[config.mk]
export PLATFORM = sky130hd
export DESIGN_NAME = reflex_const_packer
export DESIGN_NICKNAME = d
export VERILOG_FILES = /design/src/rtl/reflex_const_packer.sv
export SDC_FILE = /design/constraint.sdc
export NUM_CORES = 1
export LEC_CHECK = 0
export ABC_CLOCK_PERIOD_IN_PS = 3700
export BUFFER_PORTS_ARGS = -buffer_cell sky130_fd_sc_hd__buf_2
export CAP_MARGIN = 0
export CORE_UTILIZATION = 40
export CTS_CLUSTER_DIAMETER = 120
export DETAILED_ROUTE_END_ITERATION = 16
export PLACE_DENSITY = 0.72
export SLEW_MARGIN = 20
export SYNTH_ARGS = -nofsm -noshare
export SYNTH_HDL_FRONTEND = slang
export SYNTH_SLANG_ARGS = --single-unit
[constraint.sdc]
create_clock -name clk -period 3.7 [get_ports clk]
set_input_delay 0 -clock clk [delete_from_list [all_inputs] [get_ports clk]]
set_output_delay 0 -clock clk [all_outputs]
set_load 0.01 [all_outputs]
[src/rtl/reflex_const_packer.sv]
// reflex_const_packer
// Writer side of the reflex gate's 64-bit packed constant word. Host writes
// land in range-checked shadow registers; a commit request validates the
// whole shadow set and transfers it atomically into the live word, so the
// reflex kernel never observes a torn or illegal constant.
//
// Optional build macro: REFLEX_CONST_READBACK_EN
//   adds rb_addr/rb_data (registered shadow readback) and dirty_mask.
//
// state | meaning
// ------+---------------------------------------------------------------
// IDLE  | accepting field writes and commit requests (cfg_ready=1)
// CHECK | validating shadow set; verdict latched on first edge, acted on
//       | at the second edge (down-counter reaches terminal count)
// APPLY | shadow set copied to live word at exit, commit_done pulses
// FAIL  | live word untouched, commit_err pulsing, returns to IDLE

module reflex_const_packer #(
   parameter int ALPHA_BITS   = 4,
   parameter int PI_ECHO_BITS = 28,
   parameter int CONST_WIDTH  = 64
) (
   input  logic                   clk,
   input  logic                   rst,
   input  logic                   cfg_valid,
   output logic                   cfg_ready,
   input  logic [2:0]             cfg_addr,
   input  logic [31:0]            cfg_data,
   input  logic                   commit_req,
   output logic [CONST_WIDTH-1:0] packed_const,
   output logic                   const_valid,
   output logic                   cfg_err,
   output logic                   commit_done,
`ifdef REFLEX_CONST_READBACK_EN
   input  logic [2:0]             rb_addr,
   output logic [31:0]            rb_data,
   output logic [4:0]             dirty_mask,
`endif
   output logic                   commit_err
);

   // the packed layout is only defined for a 64-bit word
   generate
      if (CONST_WIDTH != 64) begin : g_width_check
         $error("reflex_const_packer: CONST_WIDTH must be 64");
      end
   endgenerate

   typedef enum logic [1:0] {
      IDLE  = 2'd0,
      CHECK = 2'd1,
      APPLY = 2'd2,
      FAIL  = 2'd3
   } state_t;

   // CHECK lasts two cycles: verdict latched, then acted upon
   localparam logic [1:0] CHK_LOAD = 2'd1;

   state_t r_state;
   state_t w_next;

   logic [ALPHA_BITS-1:0]   r_sh_alpha;
   logic [PI_ECHO_BITS-1:0] r_sh_pie;
   logic [15:0]             r_sh_pit;
   logic [7:0]              r_sh_ephase;
   logic [7:0]              r_sh_etime;
   logic [4:0]              r_written;
   logic [4:0]              r_dirty;

   logic [CONST_WIDTH-1:0]  r_live;
   logic                    r_const_valid;
   logic                    r_cfg_err;
   logic                    r_commit_done;
   logic                    r_commit_err;
   logic [1:0]              r_chk_cnt;
   logic                    r_chk_fail;

   logic                    w_idle;
   logic                    w_wr_acc;
   logic                    w_legal;
   logic                    w_wr_ok;
   logic                    w_commit_acc;
   logic                    w_chk_tc;
   logic                    w_chk_fail_now;
   logic [ALPHA_BITS-1:0]   w_alpha_st;
   logic [4:0]              w_field_sel;
   logic [CONST_WIDTH-1:0]  w_shadow_word;

   assign w_idle       = (r_state == IDLE);
   assign cfg_ready    = w_idle & ~rst;
   assign w_wr_acc     = cfg_valid & w_idle;
   assign w_wr_ok      = w_wr_acc & w_legal;
   assign w_commit_acc = commit_req & w_idle;
   assign w_chk_tc     = (r_chk_cnt == 2'd0);
   assign w_alpha_st   = cfg_data[ALPHA_BITS-1:0] - {{(ALPHA_BITS-1){1'b0}}, 1'b1};

   assign w_chk_fail_now = (r_written != 5'b11111) ||
      ({{(PI_ECHO_BITS-8){1'b0}}, r_sh_etime} >= r_sh_pie);

   assign w_shadow_word = {r_sh_alpha, r_sh_pie, r_sh_pit, r_sh_ephase, r_sh_etime};

   // field legality and one-hot field select for the incoming write
   always_comb begin
      w_legal     = 1'b0;
      w_field_sel = 5'b00000;
      case (cfg_addr)
         3'd0: begin
            w_legal     = (cfg_data >= 32'd1) && (cfg_data <= (32'd1 << ALPHA_BITS));
            w_field_sel = 5'b00001;
         end
         3'd1: begin
            w_legal     = (cfg_data[31:PI_ECHO_BITS] == '0) && (cfg_data != 32'd0);
            w_field_sel = 5'b00010;
         end
         3'd2: begin
            w_legal     = (cfg_data[31:16] == 16'd0);
            w_field_sel = 5'b00100;
         end
         3'd3: begin
            w_legal     = (cfg_data[31:8] == 24'd0);
            w_field_sel = 5'b01000;
         end
         3'd4: begin
            w_legal     = (cfg_data[31:8] == 24'd0);
            w_field_sel = 5'b10000;
         end
         default: begin
            w_legal     = 1'b0;
            w_field_sel = 5'b00000;
         end
      endcase
   end

   // state register
   always_ff @(posedge clk or posedge rst) begin
      if (rst) r_state <= IDLE;
      else     r_state <= w_next;
   end

   // next-state decode
   always_comb begin
      w_next = r_state;
      case (r_state)
         IDLE:    if (w_commit_acc) w_next = CHECK;
         CHECK:   if (w_chk_tc) w_next = r_chk_fail ? FAIL : APPLY;
         APPLY:   w_next = IDLE;
         FAIL:    w_next = IDLE;
         default: w_next = IDLE;
      endcase
   end

   // shadow registers and written/dirty masks
   always_ff @(posedge clk or posedge rst) begin
      if (rst) begin
         r_sh_alpha  <= '0;
         r_sh_pie    <= '0;
         r_sh_pit    <= '0;
         r_sh_ephase <= '0;
         r_sh_etime  <= '0;
         r_written   <= '0;
         r_dirty     <= '0;
      end else begin
         if (w_wr_ok) begin
            case (cfg_addr)
               3'd0:    r_sh_alpha  <= w_alpha_st;
               3'd1:    r_sh_pie    <= cfg_data[PI_ECHO_BITS-1:0];
               3'd2:    r_sh_pit    <= cfg_data[15:0];
               3'd3:    r_sh_ephase <= cfg_data[7:0];
               3'd4:    r_sh_etime  <= cfg_data[7:0];
               default: ;
            endcase
            r_written <= r_written | w_field_sel;
         end
         if (r_state == APPLY)
            r_dirty <= '0;
         else if (w_wr_ok)
            r_dirty <= r_dirty | w_field_sel;
      end
   end

   // check timer: loaded on commit acceptance, verdict latched on first CHECK edge
   always_ff @(posedge clk or posedge rst) begin
      if (rst) begin
         r_chk_cnt  <= '0;
         r_chk_fail <= 1'b0;
      end else if (w_commit_acc) begin
         r_chk_cnt  <= CHK_LOAD;
         r_chk_fail <= 1'b0;
      end else if (r_state == CHECK && !w_chk_tc) begin
         r_chk_cnt  <= r_chk_cnt - 2'd1;
         r_chk_fail <= w_chk_fail_now;
      end
   end

   // live word, status flag and one-cycle result pulses
   always_ff @(posedge clk or posedge rst) begin
      if (rst) begin
         r_live        <= '0;
         r_const_valid <= 1'b0;
         r_cfg_err     <= 1'b0;
         r_commit_done <= 1'b0;
         r_commit_err  <= 1'b0;
      end else begin
         r_cfg_err     <= w_wr_acc & ~w_legal;
         r_commit_done <= (r_state == APPLY);
         r_commit_err  <= (r_state == CHECK) && w_chk_tc && r_chk_fail;
         if (r_state == APPLY) begin
            r_live        <= w_shadow_word;
            r_const_valid <= 1'b1;
         end
      end
   end

   assign packed_const = r_live;
   assign const_valid  = r_const_valid;
   assign cfg_err      = r_cfg_err;
   assign commit_done  = r_commit_done;
   assign commit_err   = r_commit_err;

`ifdef REFLEX_CONST_READBACK_EN
   logic [31:0] r_rb_data;

   // registered readback of the selected shadow; alpha shown unscaled
   always_ff @(posedge clk or posedge rst) begin
      if (rst) begin
         r_rb_data <= '0;
      end else begin
         case (rb_addr)
            3'd0:    r_rb_data <= {{(32-ALPHA_BITS){1'b0}}, r_sh_alpha} + 32'd1;
            3'd1:    r_rb_data <= {{(32-PI_ECHO_BITS){1'b0}}, r_sh_pie};
            3'd2:    r_rb_data <= {16'd0, r_sh_pit};
            3'd3:    r_rb_data <= {24'd0, r_sh_ephase};
            3'd4:    r_rb_data <= {24'd0, r_sh_etime};
            default: r_rb_data <= '0;
         endcase
      end
   end

   assign rb_data    = r_rb_data;
   assign dirty_mask = r_dirty;
`endif

endmodule

==> implementation parameters <==
Parameter                              Value

Power
  Total power divided by cell area    537 mW/mm^2
  Total power of the final layout    3.97 mW
  Switching portion of total power    25.7%
  IR drop worst, VDD    309 uV
  Internal power consumption    2.95 mW
  Power share of the clock group    38.8%
  LEAKAGE    3.93 nW
  Comb pwr share    16.2%
  Fraction of power consumed by sequential logic    45.0%
  Net switching power of the design    1.02 mW

Finish
  Most frequent cells in the layout    sky130_fd_sc_hd__dfrtp_1 (142), sky130_fd_sc_hd__mux2_2 (125), sky130_fd_sc_hd__buf_2 (107)
  Area of the multi-input gates    0.00215 sq mm
  Synthesis-to-layout area growth    26.9%
  Net count, final    590
  Final Cell Area    0.00740 sq mm
  Fill cell total of the finished layout    1,149
  Filler-free cell count of the finished design    728
  Most common cell after layout, fill and taps aside    sky130_fd_sc_hd__dfrtp_1
  Share of post-route cells with drive strength above 1    49.5%
  Antenna diode count    0
  Register area    0.00355 sq mm
  Post-Route Utilization    52.7%

Timing
  Fin. Hold Viols    0
  Final slew viol count    0
  Total negative slack    0 ps
  Post-route clock period utilization    69.3%
  FMAX    0.390 GHz
  Minimum hold slack    12.7 ps
  Number of setup violations in the final report    0
  Transition time at the pin with the least slew margin    889 ps
  Post-layout worst setup margin    1140 ps
  Largest clock skew in the final design    11.4 ps
  Worst slew margin    40.8%
  Unrepaired setup endpoints after global routing    false
  Minimum clock period    2560 ps

Synth
  Post-synthesis net count    444
  Count of mapped cells out of synthesis    394
  Synth Area in XOR/XNOR    0.300%
  Fraction of synthesized area in multiplexers    24.7%
  Share of the synthesized area in the top cell type    61.0%
  Yosys warns    0
  Dominant cell type by area after synthesis    sky130_fd_sc_hd__dfrtp_1
  Synth unique cells    43
  FFs w/ async S/R, synth    100%
  Dominant combinational cell family by area after synthesis    multiplexers
  Flops & latches, synth    142
  Share of synthesized cell area in and, or, nand and nor gates    6.65%
  Adder-Cell Fraction of Synth Area    2.36%
  Synth top area cells    sky130_fd_sc_hd__dfrtp_1 (61%), sky130_fd_sc_hd__mux2_2 (24%), sky130_fd_sc_hd__ha_1 (2.4%), sky130_fd_sc_hd__nor4_1 (1.1%), sky130_fd_sc_hd__inv_1 (1.0%)
  Post-synthesis compound-gate area fraction    2.75%
  Post-synth EDFFs    0
  Prevailing post-synth register cell    sky130_fd_sc_hd__dfrtp_1
  Netlist area before placement    0.00583 sq mm
  Syn_area_per_cell    14.8 sq um
  Sequential share of the synthesized area    61.0%

Die
  I/O pin total    108
  Site Rows    43
  Die outline area    0.0151 sq mm
  Die X    123 microns
  Die boundary height    123 microns
  Core Area    0.0140 sq mm
  Initial Utilization    41.5%

Clock network
  Number of buffers inserted to repair setup after CTS    0
  CTS Sinks    142
  Master cell of the clock root buffer    sky130_fd_sc_hd__clkbuf_16
  Latest clock arrival within the worst-skew pair    420 ps
  # H-tree levels    4
  Clock tree from TritonCTS    done
  Hold-fix buffers, CTS    31
  Clock-pin slew of the registers on the worst-case setup and hold paths    50 ps
  CTS-repair resized insts    0
  Largest buffer count on any clock path    2
  CTS buffer count    17

Setup path
  Slowest stage cell on the critical path    sky130_fd_sc_hd__dlygate4sd3_1
  Critical path type    input pin to flip-flop
  Worst stage delay on the critical path    530 ps
  Reg2Reg Setup Slack    1420 ps
  FF-to-FF path depth    5
  CP Launch Point    cfg_data[0]
  Endpoint type of the worst setup path    flip-flop
  Required time reported for the critical path endpoint    4000 ps
  Critical R2R Launch    r_state[0]
  Worst R2R End    r_sh_pit[6]
  CP startpoint kind    input pin
  Worst EP arrival    2860 ps
  Highest fanout seen on the critical path    9
  Cells along the critical path    dlygate4sd3_1 > buf_2 > inv_1 > ha_1 > nor3b_1 > mux2_4 > a211oi_4 > nand4_4 > mux2_2
  Capturing element of the worst setup path    r_sh_etime[5]

Min path
  Worst min path class    input pin to flip-flop

Run status
  Result of the run    finished clean

Place
  Placed wire-length estimate after detailed placement    8.46 mm
  Count of input and output buffers    107
  Worst setup slack before clock tree synthesis    1370 ps
  Final weighted congestion of routability-driven global placement    0.816
  Placed Cells    670
  Total cell area at the placement stage    0.00657 sq mm

Global route
  Wire length of the first global-routing pass    20.6 mm
  Overflow left after global routing    0
  Overall global routing resource usage    18.4%
  Initial antenna violation count    0
  Largest net degree at the start of global routing    104
  Vias in the first global route    3,992

Routing
  Post-detailed-routing wire length    12.7 mm
  Total DRC errors in the routed layout    0
  Initial DRC count    178
  Number of vias after detailed routing    3,719
  Number of vias per cell after detailed routing    5.11
  Final ANT Viol Nets    0
  Detailed Routing Iterations Pass 1    6
  Wire length per cell after detailed routing    17.4 microns

Run
  Maxcap violations    0
-- worst min-delay path by stage --
stage / depth (start not counted) / slack (ps) / from / to
global placement: 2 / 220 / rst / r_sh_pie[27]
detailed placement: 2 / 240 / rst / packed_const[59]
CTS: 4 / 3 / cfg_data[29] / cfg_err
finish: 4 / 10 / cfg_data[29] / cfg_err
global route: 4 / 20 / cfg_data[31] / cfg_err
floorplan: 1 / 50 / rst / cfg_ready
-- cell families after synthesis --
group | Yosys count
AO/OA/AOI/OAI | 20
XOR/XNOR | 2
adder cells (fa/ha/maj) | 11
buffers and inverters | 30
flip-flops | 142
multiplexers | 128
AND/OR/NAND/NOR | 61
-- power groups by stage --
stage / logic (mW) / clock network (mW) / registers [mW]
5_1_grt: 0.702 / 1.64 / 1.80
4_1_cts: 0.652 / 1.57 / 1.78
6_report: 0.644 / 1.54 / 1.78
3_5_place_dp: 0.624 / 0 / 1.81
2_1_floorplan: 0.383 / 0 / 1.81
3_3_place_gp: 0.603 / 0 / 1.80
-- cells in the mapped netlist (4+ instances only) --
library cell                 n
sky130_fd_sc_hd__dfrtp_1   142
sky130_fd_sc_hd__inv_1      16
sky130_fd_sc_hd__nand2_1     8
sky130_fd_sc_hd__nand2b_1    4
sky130_fd_sc_hd__buf_2       8
sky130_fd_sc_hd__nor2_1      9
sky130_fd_sc_hd__nand4_1     4
sky130_fd_sc_hd__mux2_2    125
sky130_fd_sc_hd__ha_1       11
sky130_fd_sc_hd__nor3_1      5
sky130_fd_sc_hd__nor4_1     10
-- flip-flops by register name, indices dropped and copies added (netlist names) --
| signal | count |
|---|---|
| cfg_err | 1 |
| commit_done | 1 |
| commit_err | 1 |
| const_valid | 1 |
| packed_const | 64 |
| r_chk_cnt | 2 |
| r_chk_fail | 1 |
| r_sh_alpha | 4 |
| r_sh_ephase | 8 |
| r_sh_etime | 8 |
| r_sh_pie | 28 |
| r_sh_pit | 16 |
| r_state | 2 |
| r_written | 5 |
-- worst max-delay path: cells and delay by family --
family,cells,cell delay (ps)
buf+inv,3,810
simple gates,2,770
mux,2,710
compound gates,1,350
fa+ha+maj,1,200
-- cell type report --
| class | instances | area share (%) |
|---|---|---|
| tap | 180 | 3.04 |
| sequential | 142 | 48.0 |
| clock inverter | 2 | 0.474 |
| clock buffer | 25 | 6.56 |
| timing repair buffer | 141 | 11.9 |
| inverter | 16 | 0.863 |
| multi-input combinational | 222 | 29.1 |
-- routing by layer --
| metal | vias to the layer above | global-route usage [%] | share of wire, % |
|---|---|---|---|
| met2 | 101 | 29.4 | 48 |
| met4 | 0 | 7.62 | 1.2 |
| li1 | 1708 | - | - |
| met3 | 16 | 5.34 | 4.9 |
| met5 | - | 0 | 0 |
| met1 | 1894 | 23.4 | 46 |
(Power assumes the default switching activity.)
